$ cat src/rtl/imm_encoder_pkg.sv
// rtl/imm_encoder_pkg.sv - shared types, constants and rotate helper for the immediate encoder
package imm_encoder_pkg;

  typedef enum logic [1:0] {
    IDLE   = 2'd0,
    SEARCH = 2'd1,
    DONE   = 2'd2
  } state_e;

  localparam int ROT_STEPS = 16;

  // Rotate left by 2*r; with r=0 the word passes through unchanged.
  function automatic logic [31:0] rol_even(input logic [31:0] x, input logic [3:0] r);
    logic [63:0] t;
    t = {x, x} << (2 * r);
    return t[63:32];
  endfunction

endpackage

$ cat src/rtl/imm_encoder_if.sv
// rtl/imm_encoder_if.sv - request/response handshake bundle for the immediate encoder
interface imm_encoder_if #(parameter int N = 32);

  logic         in_valid;
  logic         in_ready;
  logic [N-1:0] value;
  logic         try_inv;
  logic         out_valid;
  logic         out_ready;
  logic [11:0]  imm12;
  logic         encodable;
  logic         inverted;
  logic         c_out;

  modport slave (
    input  in_valid, value, try_inv, out_ready,
    output in_ready, out_valid, imm12, encodable, inverted, c_out
  );

  modport master (
    output in_valid, value, try_inv, out_ready,
    input  in_ready, out_valid, imm12, encodable, inverted, c_out
  );

endinterface

$ cat src/rtl/imm_encoder.sv
// rtl/imm_encoder.sv - iterative search for a rotated 8-bit immediate encoding of a 32-bit constant
module imm_encoder
  import imm_encoder_pkg::*;
#(
  parameter int N = 32
) (
  input  logic          clk,
  input  logic          rst,
  imm_encoder_if.slave  bus
);

  state_e        state_q, state_d;
  logic [N-1:0]  value_q, value_d;
  logic          try_inv_q, try_inv_d;
  logic [3:0]    r_q, r_d;
  logic          p_q, p_d;
  logic [11:0]   imm12_q, imm12_d;
  logic          encodable_q, encodable_d;
  logic          inverted_q, inverted_d;
  logic          c_out_q, c_out_d;

  logic [N-1:0]  cand;
  logic [31:0]   rot;
  logic          hit;

  // One rotation amount per cycle; the candidate flips to ~value on the second pass.
  assign cand = p_q ? ~value_q : value_q;
  assign rot  = rol_even(cand, r_q);
  assign hit  = (rot[31:8] == 24'd0);

  always_ff @(posedge clk) begin
    if (rst) begin
      state_q     <= IDLE;
      value_q     <= '0;
      try_inv_q   <= 1'b0;
      r_q         <= 4'd0;
      p_q         <= 1'b0;
      imm12_q     <= 12'd0;
      encodable_q <= 1'b0;
      inverted_q  <= 1'b0;
      c_out_q     <= 1'b0;
    end else begin
      state_q     <= state_d;
      value_q     <= value_d;
      try_inv_q   <= try_inv_d;
      r_q         <= r_d;
      p_q         <= p_d;
      imm12_q     <= imm12_d;
      encodable_q <= encodable_d;
      inverted_q  <= inverted_d;
      c_out_q     <= c_out_d;
    end
  end

  always_comb begin
    state_d     = state_q;
    value_d     = value_q;
    try_inv_d   = try_inv_q;
    r_d         = r_q;
    p_d         = p_q;
    imm12_d     = imm12_q;
    encodable_d = encodable_q;
    inverted_d  = inverted_q;
    c_out_d     = c_out_q;
    case (state_q)
      IDLE: begin
        if (bus.in_valid) begin
          value_d   = bus.value;
          try_inv_d = bus.try_inv;
          r_d       = 4'd0;
          p_d       = 1'b0;
          state_d   = SEARCH;
        end
      end
      SEARCH: begin
        if (hit) begin
          state_d     = DONE;
          imm12_d     = {r_q, rot[7:0]};
          encodable_d = 1'b1;
          inverted_d  = p_q;
          // Decoded operand equals the candidate, so its MSB is the shifter carry.
          c_out_d     = (r_q != 4'd0) && cand[31];
        end else if (r_q != 4'(ROT_STEPS - 1)) begin
          r_d = r_q + 4'd1;
        end else if (!p_q && try_inv_q) begin
          p_d = 1'b1;
          r_d = 4'd0;
        end else begin
          state_d     = DONE;
          imm12_d     = 12'd0;
          encodable_d = 1'b0;
          inverted_d  = 1'b0;
          c_out_d     = 1'b0;
        end
      end
      DONE: begin
        if (bus.out_ready) begin
          state_d = IDLE;
        end
      end
      default: state_d = IDLE;
    endcase
  end

  assign bus.in_ready  = (state_q == IDLE);
  assign bus.out_valid = (state_q == DONE);
  assign bus.imm12     = imm12_q;
  assign bus.encodable = encodable_q;
  assign bus.inverted  = inverted_q;
  assign bus.c_out     = c_out_q;

endmodule

$ cat src/flat_wrapper.sv
// flat-port wrapper written by rule: the top's interface ports become plain ports
module imm_encoder_flat import imm_encoder_pkg::*;
#(
  parameter int N = 32
)
  (clk, rst, bus_in_valid, bus_value, bus_try_inv, bus_out_ready, bus_in_ready, bus_out_valid, bus_imm12, bus_encodable, bus_inverted, bus_c_out);
  imm_encoder_if #(.N(N)) bus_i ();
  input  logic clk;
  input  logic rst;
  input wire logic [$bits(bus_i.in_valid)-1:0] bus_in_valid;
  input wire logic [$bits(bus_i.value)-1:0] bus_value;
  input wire logic [$bits(bus_i.try_inv)-1:0] bus_try_inv;
  input wire logic [$bits(bus_i.out_ready)-1:0] bus_out_ready;
  output wire logic [$bits(bus_i.in_ready)-1:0] bus_in_ready;
  output wire logic [$bits(bus_i.out_valid)-1:0] bus_out_valid;
  output wire logic [$bits(bus_i.imm12)-1:0] bus_imm12;
  output wire logic [$bits(bus_i.encodable)-1:0] bus_encodable;
  output wire logic [$bits(bus_i.inverted)-1:0] bus_inverted;
  output wire logic [$bits(bus_i.c_out)-1:0] bus_c_out;
  assign bus_i.in_valid = bus_in_valid;
  assign bus_i.value = bus_value;
  assign bus_i.try_inv = bus_try_inv;
  assign bus_i.out_ready = bus_out_ready;
  assign bus_in_ready = bus_i.in_ready;
  assign bus_out_valid = bus_i.out_valid;
  assign bus_imm12 = bus_i.imm12;
  assign bus_encodable = bus_i.encodable;
  assign bus_inverted = bus_i.inverted;
  assign bus_c_out = bus_i.c_out;
  imm_encoder #(.N(N)) u_core (.clk(clk), .rst(rst), .bus(bus_i));
endmodule
$ cat config.mk
export PLATFORM = sky130hd
export DESIGN_NAME = imm_encoder_flat
export DESIGN_NICKNAME = d
export VERILOG_FILES = /design/src/rtl/imm_encoder_pkg.sv /design/src/rtl/imm_encoder_if.sv /design/src/rtl/imm_encoder.sv /design/src/flat_wrapper.sv
export SDC_FILE = /design/constraint.sdc
export NUM_CORES = 1
export LEC_CHECK = 0
export CAP_MARGIN = 0
export CORE_MARGIN = 1
export CORE_UTILIZATION = 35
export DETAILED_ROUTE_END_ITERATION = 8
export PLACE_DENSITY_LB_ADDON = 0.2
export SLEW_MARGIN = 40
export SYNTH_ARGS = -nofsm -noshare
export SYNTH_HDL_FRONTEND = slang
export SYNTH_SLANG_ARGS = --single-unit
$ cat constraint.sdc
create_clock -name clk -period 3.7 [get_ports clk]
set_input_delay 0.74 -clock clk [delete_from_list [all_inputs] [get_ports clk]]
set_output_delay 0.74 -clock clk [all_outputs]
set_load 0.02 [all_outputs]
* Word level (Yosys, flattened, before mapping)
Cells that the tools add are included.
** Word-level totals
- Flip-flop bits (word level) :: 55
- Bits of input ports :: 37
- Output and inout bits :: 17
- Logic and storage cells :: 62
** Cells by class
- Add/subtract/negate cells :: 1
- Equality and inequality tests :: 13
- Shift operators :: 1
- Mux-type cells :: 25
- Bitwise operators :: 1
- Reduce and logical (&&, ||, !) cells :: 12
** Operators by type and width (number)
- left shift 64 x 5 -> 64 bit :: 1
- 2-to-1 mux 12 bit :: 3
- 2-to-1 mux 32 bit :: 1
- NOT 32 bit :: 1
- logical NOT 24 bit :: 1
- 2-to-1 mux 4 bit :: 4
- 2-to-1 mux 2 bit :: 5
- 2-to-1 mux 1 bit :: 9
- inequality test 2 bit, second input constant :: 4
- one-hot mux 4 bit (2 select lines) :: 1
- AND reduction 4 bit :: 2
- inequality test 2 x 1 -> 1 bit, second input constant :: 3
- inequality test 3 x 2 -> 1 bit, second input constant :: 2
- one-hot mux 2 bit (3 select lines) :: 1
- AND reduction 5 bit :: 1
- adder 4 x 1 -> 4 bit, second input constant :: 1
- inequality test 4 bit, second input constant :: 1
- nonzero test 4 bit :: 1
- inequality test 3 x 1 -> 1 bit, second input constant :: 1
- AND reduction 3 bit :: 1
- equality test 2 x 1 -> 1 bit, second input constant :: 1
- equality test 2 bit, second input constant :: 1
- logical AND 1 bit :: 2
- logical NOT 2 bit :: 1
- other kinds (4) :: 4

* Logic depth before layout (Yosys ltp)
Gate-level depths: netlist of the first run.
- Depth in word-level cells :: 6
- Mapped depth :: 14
- Mapped depth without buffers :: 8

* Least setup slack after synthesis of the first run
No wires, ideal clock.
- Path type :: reg-to-reg
- Start point :: reg u_core.r_q[1]
- End point :: reg u_core.imm12_q[11] (netlist: u_core.bus.imm12[11])
- Setup time :: 0.134 ns
- Data arrival time :: 2.732 ns
- Data required time :: 3.566 ns
- Slack :: 0.834 ns
- Stages on the path, launching flop included :: 11
- Path buffers :: 2
- Period minus slack after synthesis :: 2.866 ns
- Cells stage by stage :: dfxtp_1 -> mux4_2 -> mux2_2 -> or4_4 -> a2111oi_2 -> nor3b_2 -> o2bb2a_4 -> buf_6 -> buf_2 -> nand3b_1 -> a31oi_1
** On the way
- Word-level cells in the longest chain between the ends :: 4
- Elaborated cells between the ends (all ways) :: 7
- Classes of those cells :: eq/ne: 3; shift: 1; mux: 1; reduce/logical: 2
** RTL lines
- start: declaration :: RTL line imm_encoder.sv:15 : logic [3:0] r_q, r_d;
- start signal: assignment :: RTL line imm_encoder.sv:46 : r_q <= r_d;
- left shift 64 x 5 -> 64 bit :: RTL line imm_encoder_pkg.sv:15 : t = {x, x} << (2 * r);
- logical NOT 24 bit :: RTL line imm_encoder.sv:29 : assign hit = (rot[31:8] == 24'd0);
- inequality test 2 x 1 -> 1 bit (no source line)
- AND reduction 3 bit (no source line)
- end signal: assignment :: RTL line imm_encoder.sv:48 : imm12_q <= imm12_d;
- end: declaration :: RTL line imm_encoder.sv:17 : logic [11:0] imm12_q, imm12_d;
Several ways; a longest one is shown, not always the timed one.
A chain may end at the register's enable or synchronous reset.

* Final worst setup path of the first run
- Start point :: reg u_core.r_q[0]
- End point :: reg u_core.r_q[0]
** On the way
- Word-level cells in the longest chain between the ends :: 4
- Elaborated cells between the ends (all ways) :: 10
- Classes of those cells :: add/sub: 1; eq/ne: 3; shift: 1; mux: 3; reduce/logical: 2
** RTL lines (RTL line)
- left shift 64 x 5 -> 64 bit, or another cell as far along :: imm_encoder_pkg.sv:15
- logical NOT 24 bit or 2-to-1 mux 4 bit (tied branches) :: imm_encoder.sv:29, imm_encoder.sv:83
- inequality test 2 bit (no source line) or 2-to-1 mux 4 bit (tied branches)
- AND reduction 4 bit (no source line) or one-hot mux 4 bit (2 select lines) (tied branches)
Several ways; a longest one is shown, not always the timed one. The select of a mux whose other input is x is not followed.

==> results.py, run 1 <==
metrics = {
    "worst_setup_path": {
        "cp_max_fo": 23,
        "worst_ep_arrival_time_ns": 3.66,
        "worstSetupPathType": "flop to flop",
        "required_ns": 3.87,
        "startpoint_type": "flop",
        "crit_path_end_kind": "flop",
    },
    "logic_synthesis": {
        "synth_xor_area_share_pct": 3.94,
        "synthTopCellsByArea": "dfxtp_1 24%, mux2i_1 12%, mux4_2 9.7%",
        "yosysTopAreaCellShare_pct": 23.6,
        "yosys.area_share.simple_pct": 21.1,
        "async_reset_ff_share_pct": 0,
        "yosysMostFrequentCell": "nand2_1",
        "muxShareOfSynthArea_pct": 23.9,
        "syn_avg_cell_area_sq_um": 8.23,
        "synth_top_cell_by_area": "dfxtp_1",
        "synth_fa_ha_area_share_pct": 0.536,
        "synthCells": 567,
        "netlist_top_cells_count": "96 x nand2_1, 55 x dfxtp_1, 54 x mux2i_1",
        "synth_edf_count": 0,
        "syn_area_sq_um": 4670,
        "ys_seq_elements": 55,
        "synth_cell_types": 60,
        "ys_warn_count": 0,
        "syn_nets": 606,
        "synth_compound_area_share_pct": 20.1,
        "synth_top_flop_cell": "dfxtp_1",
        "ys_seq_area_share_pct": 23.6,
        "synth_top_family_by_area": "multiplexers",
    },
    "drt": {
        "firstDrtPassIters": 6,
        "vias_per_cell": 5.87,
        "wirelength_um": 14500,
        "drc": 0,
        "drt_iter0_drc": 284,
        "vias": 4517,
        "drtAntennaViolNets": 0,
        "wl_per_cell_um": 18.8,
    },
    "pwr": {
        "p_sw_share_pct": 34.8,
        "intPower_w": 0.00117,
        "p_leak_nw": 1.82,
        "p_per_area_nw_per_um2": 326,
        "combPwrFrac_pct": 33.2,
        "ir_drop_mv": 0.160,
        "switchingPower_w": 0.000623,
        "power_frac_seq_pct": 39.3,
        "p_clk_share_pct": 27.4,
    },
    "cts": {
        "insertion_delay_ns": 0.31,
        "cts_resized": 0,
        "htreeDepth": 2,
        "cts_tree": "built",
        "clk_pin_slew_ns": 0.07,
        "post_cts_buffers": 0,
        "cts_hold_buffers": 0,
        "clockBufferDepth": 2,
        "cts_buffers": 5,
        "cts_sinks": 55,
        "cts_root_buf": "clkbuf_16",
    },
    "sta": {
        "finClkSkew_ns": 0.0115,
        "fmax_mhz": 287,
        "rsz0062_at_grt": "no",
        "maxSlewHeadroom_pct": 47.5,
        "period_minus_slack_ns": 3.49,
        "fin_hold_ws_ns": 0.478,
        "worst_slew_pin_slew_ns": 0.786,
        "hold_viol": 0,
        "slew_violations": 0,
        "finalSetupViolations": 0,
        "fin_crit_sh_pct": 94.3,
        "setup_tns_ns": 0,
    },
    "die": {
        "rows": 41,
        "coreArea_sq_um": 12800,
        "io_pins": 54,
        "die_w_um": 117,
        "die_h_um": 117,
        "die-area_sq_um": 13800,
        "initial_core_util_pct": 36.4,
    },
    "placement": {
        "dp.final_hpwl_um": 10700,
        "gp_congestion": 0.904,
        "io_buffers": 53,
    },
    "finish": {
        "drive_gt1_share_pct": 14.4,
        "regArea_sq_um": 1100,
        "insertedDiodeCount": 0,
        "num-fill-cells": 1350,
        "multi_input_area_sq_um": 3250,
        "nets": 635,
        "synthToLayoutAreaGrowth_pct": 17.6,
    },
    "global_routing": {
        "grt_overflow_total": 0,
        "antenna_found_initial": 0,
        "grt_pass1_wl_um": 23200,
        "grt_max_degree": 35,
        "grt_pass1_vias": 4185,
        "grt_usage_pct": 21.3,
    },
    "job": {
        "maxCapViolations": 0,
    },
    "run_status": {
        "status": "finished, final reports clean",
    },
    "min_path": {
        "hp-class": "flop to flop",
    },
}
[area by class of cell]
| type | count | area share (%) |
|---|---|---|
| multi-input combinational | 449 | 59.2 |
| sequential | 55 | 20.1 |
| timing repair buffer | 80 | 13.7 |
| tap | 172 | 3.92 |
| clock buffer | 5 | 2.28 |
| clock inverter | 3 | 0.410 |
| inverter | 5 | 0.342 |
[power by group through the flow]
stage / clock network, W / registers [W] / logic [W]
6_report: 0.000490 / 0.000704 / 0.000595
4_1_cts: 0.000510 / 0.000703 / 0.000595
3_3_place_gp: 0 / 0.000715 / 0.000584
3_5_place_dp: 0 / 0.000717 / 0.000592
2_1_floorplan: 0 / 0.000690 / 0.000432
5_1_grt: 0.000541 / 0.000711 / 0.000646
[placed cells by master (no fill, tap or decap), drive strengths merged, types with 6 or more instances in the layout]
cell type       n
nand2          96
dfxtp          55
mux2i          54
clkdlybuf4s50  52
a21oi          38
buf            28
o21ai          24
mux4           20
o22ai          19
nor2           16
a31oi          15
nand4          14
nand3b         14
xnor2          12
mux2           11
nand2b          9
xor2            9
nor3            9
a211oi          8
or2             7
inv             6
[stage by stage]
step           power (W)  instances  setup slack (ns)  instance area (sq um)  util (%)
4_1_cts          0.00181        769             0.253                   5490      42.8
3_3_place_gp     0.00130        761             0.347                   5340      41.6
3_5_place_dp     0.00131        761             0.281                   5340      41.6
6_report         0.00179        769             0.211                   5490      42.8
5_1_grt          0.00190        769            0.0612                   5490      42.8
2_1_floorplan    0.00112        567             0.834                   4670         -
[sequential cells by signal, indices dropped and copies added (netlist names)]
name,count
u_core.bus.imm12,12
u_core.try_inv_q,1
u_core.bus.encodable,1
u_core.state_q,2
u_core.bus.c_out,1
u_core.value_q,32
u_core.r_q,4
u_core.p_q,1
u_core.bus.inverted,1
[kinds of logic after synthesis]
| logic type | count (synthesis) |
|---|---|
| and+or+nand+nor | 198 |
| DFF | 55 |
| muxes | 85 |
| adders and majority gates | 2 |
| xor gates and xnor gates | 21 |
| buffers and inverters | 63 |
| AOI/OAI and AO/OA | 143 |
[final timing paths]
path / cells after the start / endpoint / startpoint / slack (ns)
setup reg to reg: 10 / u_core.r_q[0] / u_core.r_q[0] / 0.21
hold / removal: 2 / u_core.try_inv_q / u_core.try_inv_q / 0.48
setup / recovery: 10 / u_core.r_q[0] / u_core.r_q[0] / 0.21
hold reg to reg: 2 / u_core.try_inv_q / u_core.try_inv_q / 0.48
[per-layer routing]
metal,wire (um),vias to the layer above,global-route usage [%]
met5,0,-,0
met4,307,0,7.21
met3,786,29,4.17
met2,6740,165,33.9
met1,6640,2161,28.8
li1,-,2162,-
[critical path, cell delays in order, from the launching register on]
cell and delay [ns]:
dfxtp_2 0.56, buf_12 0.24, mux4_2 0.53, a222oi_1 0.42, xor2_1 0.13, o41ai_1 0.12, buf_4 0.19, a211oi_1 0.05
a31o_2 0.35, a211oi_1 0.55, o22ai_1 0.20
Power figures use the tool's default switching activity.
==> run 2: changes to the inputs <==
--- a/config.mk
+++ b/config.mk
@@ -9,6 +9,7 @@
 export CORE_MARGIN = 1
 export CORE_UTILIZATION = 35
 export DETAILED_ROUTE_END_ITERATION = 8
+export GPL_TIMING_DRIVEN = 1
 export PLACE_DENSITY_LB_ADDON = 0.2
 export SLEW_MARGIN = 40
 export SYNTH_ARGS = -nofsm -noshare
==> results of run 2 <==
Final layout, timing and power as in run 1 (identical DEF).
==> run 3: changes to the inputs <==
--- a/config.mk
+++ b/config.mk
@@ -5,12 +5,14 @@
 export SDC_FILE = /design/constraint.sdc
 export NUM_CORES = 1
 export LEC_CHECK = 0
+export ABC_AREA = 1
 export CAP_MARGIN = 0
 export CORE_MARGIN = 1
 export CORE_UTILIZATION = 35
 export DETAILED_ROUTE_END_ITERATION = 8
 export GPL_TIMING_DRIVEN = 1
 export PLACE_DENSITY_LB_ADDON = 0.2
+export SETUP_SLACK_MARGIN = 0.05
 export SLEW_MARGIN = 40
 export SYNTH_ARGS = -nofsm -noshare
 export SYNTH_HDL_FRONTEND = slang
==> run 3 against run 2 <==
Global-route usage decreased by 0.28 points. Sequential share of layout area increased by 3.7 points. Synthesized cell count increased by 22%. First-iteration DRC count decreased by 15%. Cell count increased by 12%. Non-clock buffer count decreased by 16. Die area decreased by 15%. Largest cell class unchanged. Power decreased by 0.41%. Clock skew decreased by 0.0043 ns.
==> results.py, run 3 <==
metrics = {
    "logic_synthesis": {
        "synth_top_family_by_area": "simple AND/OR/NAND/NOR gates",
        "ys_seq_area_share_pct": 27.8,
        "syn_area_sq_um": 3960,
        "synth_edf_count": 0,
        "yosysTopAreaCellShare_pct": 27.8,
        "syn_nets": 732,
        "netlist_top_cells_count": "238 x nand2_1, 156 x nand3_1, 55 x dfxtp_1",
        "ys_seq_elements": 55,
        "synth_top_flop_cell": "dfxtp_1",
        "yosysMostFrequentCell": "nand2_1",
        "synth_compound_area_share_pct": 12.7,
        "syn_avg_cell_area_sq_um": 5.71,
        "synth_xor_area_share_pct": 0,
        "ys_warn_count": 0,
        "synth_fa_ha_area_share_pct": 0.633,
        "synthCells": 693,
        "synthTopCellsByArea": "dfxtp_1 28%, nand2_1 23%, nand3_1 20%",
        "synth_cell_types": 23,
        "synth_top_cell_by_area": "dfxtp_1",
        "muxShareOfSynthArea_pct": 0,
        "yosys.area_share.simple_pct": 47.1,
        "async_reset_ff_share_pct": 0,
    },
    "sta": {
        "setup_tns_ns": 0,
        "maxSlewHeadroom_pct": 55.1,
        "hold_viol": 0,
        "worst_slew_pin_slew_ns": 0.671,
        "fmax_mhz": 345,
        "period_minus_slack_ns": 2.89,
        "fin_crit_sh_pct": 78.2,
        "finalWorstSetupSlack_ns": 0.805,
        "finalSetupViolations": 0,
        "slew_violations": 0,
        "rsz0062_at_grt": "no",
        "finClkSkew_ns": 0.00713,
    },
    "drt": {
        "drtAntennaViolNets": 0,
        "drc": 0,
        "firstDrtPassIters": 5,
        "vias": 4418,
        "drt_iter0_drc": 240,
        "wirelength_um": 11600,
        "wl_per_cell_um": 13.5,
        "vias_per_cell": 5.14,
    },
    "worst_setup_path": {
        "required_ns": 3.93,
        "reg2reg_depth": 15,
        "cp_max_fo": 20,
        "startpoint_type": "flop",
        "crit_end": "u_core.bus.inverted",
        "path_common_cell": "nand2_1",
        "startpoint": "u_core.p_q",
        "worst_ep_arrival_time_ns": 3.12,
        "worstSetupPathType": "flop to flop",
        "crit_path_end_kind": "flop",
        "rrSetupSlack_ns": 0.81,
        "slowest_delay_ns": 0.74,
        "r2r-end": "u_core.bus.inverted",
        "path_cells": "buf_4 -> nand2_1 -> nand3_1 -> nand3_1 -> nand2_1 -> nand2_1 -> nor2_1 -> inv_1 -> nand2_1 -> nand3_1 -> nand2_1 -> nand4_2 -> inv_2 -> nand2_1 -> a21oi_1",
        "slowest_stage": "dfxtp_1",
        "r2r_start": "u_core.p_q",
    },
    "cts": {
        "post_cts_buffers": 0,
        "cts_resized": 0,
        "htreeDepth": 2,
        "insertion_delay_ns": 0.30,
        "cts_sinks": 55,
        "cts_tree": "built",
        "clk_pin_slew_ns": 0.07,
        "clockBufferDepth": 2,
        "cts_buffers": 5,
        "cts_root_buf": "clkbuf_16",
        "cts_hold_buffers": 0,
    },
    "finish": {
        "top_register": "u_core.value_q",
        "mostFrequentLayoutCell": "nand2_1",
        "mostFrequentLayoutCells": "237 x nand2_1, 156 x nand3_1, 55 x dfxtp_1",
        "synthToLayoutAreaGrowth_pct": 16.9,
        "drive_gt1_share_pct": 3.61,
        "fin_area_sq_um": 4630,
        "nets": 758,
        "largest_reg_flops": 32,
        "num-fill-cells": 1269,
        "insertedDiodeCount": 0,
    },
    "pwr": {
        "p_leak_nw": 2.13,
        "ir_drop_mv": 0.178,
        "p_per_area_nw_per_um2": 385,
    },
    "placement": {
        "gp_congestion": 0.917,
        "dp.final_hpwl_um": 8670,
        "pre_cts_slack_ns": 0.820,
        "io_buffers": 53,
        "placed_area_sq_um": 4490,
    },
    "global_routing": {
        "grt_usage_pct": 21.0,
        "antenna_found_initial": 0,
        "grt_pass1_vias": 4207,
        "grt_pass1_wl_um": 19600,
        "grt_overflow_total": 0,
        "grt_max_degree": 44,
    },
    "die": {
        "rows": 38,
        "coreArea_sq_um": 10900,
        "io_pins": 54,
        "initial_core_util_pct": 36.2,
        "die_w_um": 108,
        "die-area_sq_um": 11700,
        "die_h_um": 108,
    },
    "min_path": {
        "hp-class": "flop to flop",
    },
    "job": {
        "maxCapViolations": 0,
    },
    "run_status": {
        "status": "finished, final reports clean",
    },
}
run 3: cell types whose count changed in the layout (fill, tap and decap cells not counted), sizes merged, moves of 14 or more:
cell / change
mux2i: -54
nor2: +24
buf: -17
mux4: -20
nand3b: -14
o22ai: -19
nand2: +144
nand3: +152
inv: +44
o21ai: +24
run 3: critical path: cells and delay by family, from the launching register on:
| kind | cells | cell delay [ns] |
|---|---|---|
| and+or+nand+nor | 11 | 1.25 |
| DFF | 1 | 0.74 |
| buffers and inverters | 3 | 0.66 |
| AOI/OAI and AO/OA | 1 | 0.17 |
run 3: cell type report:
class	instances	area [sq um]	area share, %
Timing Repair Buffer	64	613	13.3
Inverter	52	204	4.41
Tap cell	140	175	3.79
Sequential cell	55	1100	23.8
Clock inverter	1	5.00	0.108
Multi-Input combinational cell	541	2390	51.8
Clock buffer	7	133	2.87
run 3: report_power, final:
part	total (W)	internal [W]	switching, W
sequential	0.000656	0.000629	0.0000272
clock	0.000464	0.000251	0.000213
combinational	0.000663	0.000224	0.000438
run 3: kinds of logic after synthesis:
logic type / after synthesis
adder cells (fa/ha/maj): 2
AO/OA/AOI/OAI: 100
buffers and inverters: 97
flip-flops: 55
AND/OR/NAND/NOR: 439
run 3: stage by stage:
step           cells  total power [W]  util, %  hold slack [ns]
2_1_floorplan    693          0.00115        -            0.443
6_report         860          0.00178     42.3            0.469
3_5_place_dp     852          0.00133     41.0            0.463
5_1_grt          860          0.00193     42.3            0.484
3_3_place_gp     852          0.00132     41.0            0.461
4_1_cts          860          0.00179     42.3            0.473
run 3: worst min-delay path by stage:
stage                                   from                  to  depth (start not counted)
after global routing      u_core.value_q[21]  u_core.value_q[21]                          2
after detailed placement  u_core.value_q[21]  u_core.value_q[21]                          2
after CTS                 u_core.value_q[28]  u_core.value_q[28]                          2
after floorplan           u_core.value_q[17]  u_core.value_q[17]                          2
after global placement    u_core.value_q[26]  u_core.value_q[26]                          2
final                     u_core.value_q[28]  u_core.value_q[28]                          2
run 3: routing by layer:
metal / up-vias / track usage (%) / share of wire [%] / wire [um]
li1: 2304 / - / - / -
met1: 2027 / 27.8 / 48 / 5570
met2: 80 / 36.2 / 48 / 5500
met3: 7 / 2.77 / 3.4 / 398
met4: 0 / 4.73 / 0.87 / 101
met5: - / 0 / 0 / 0
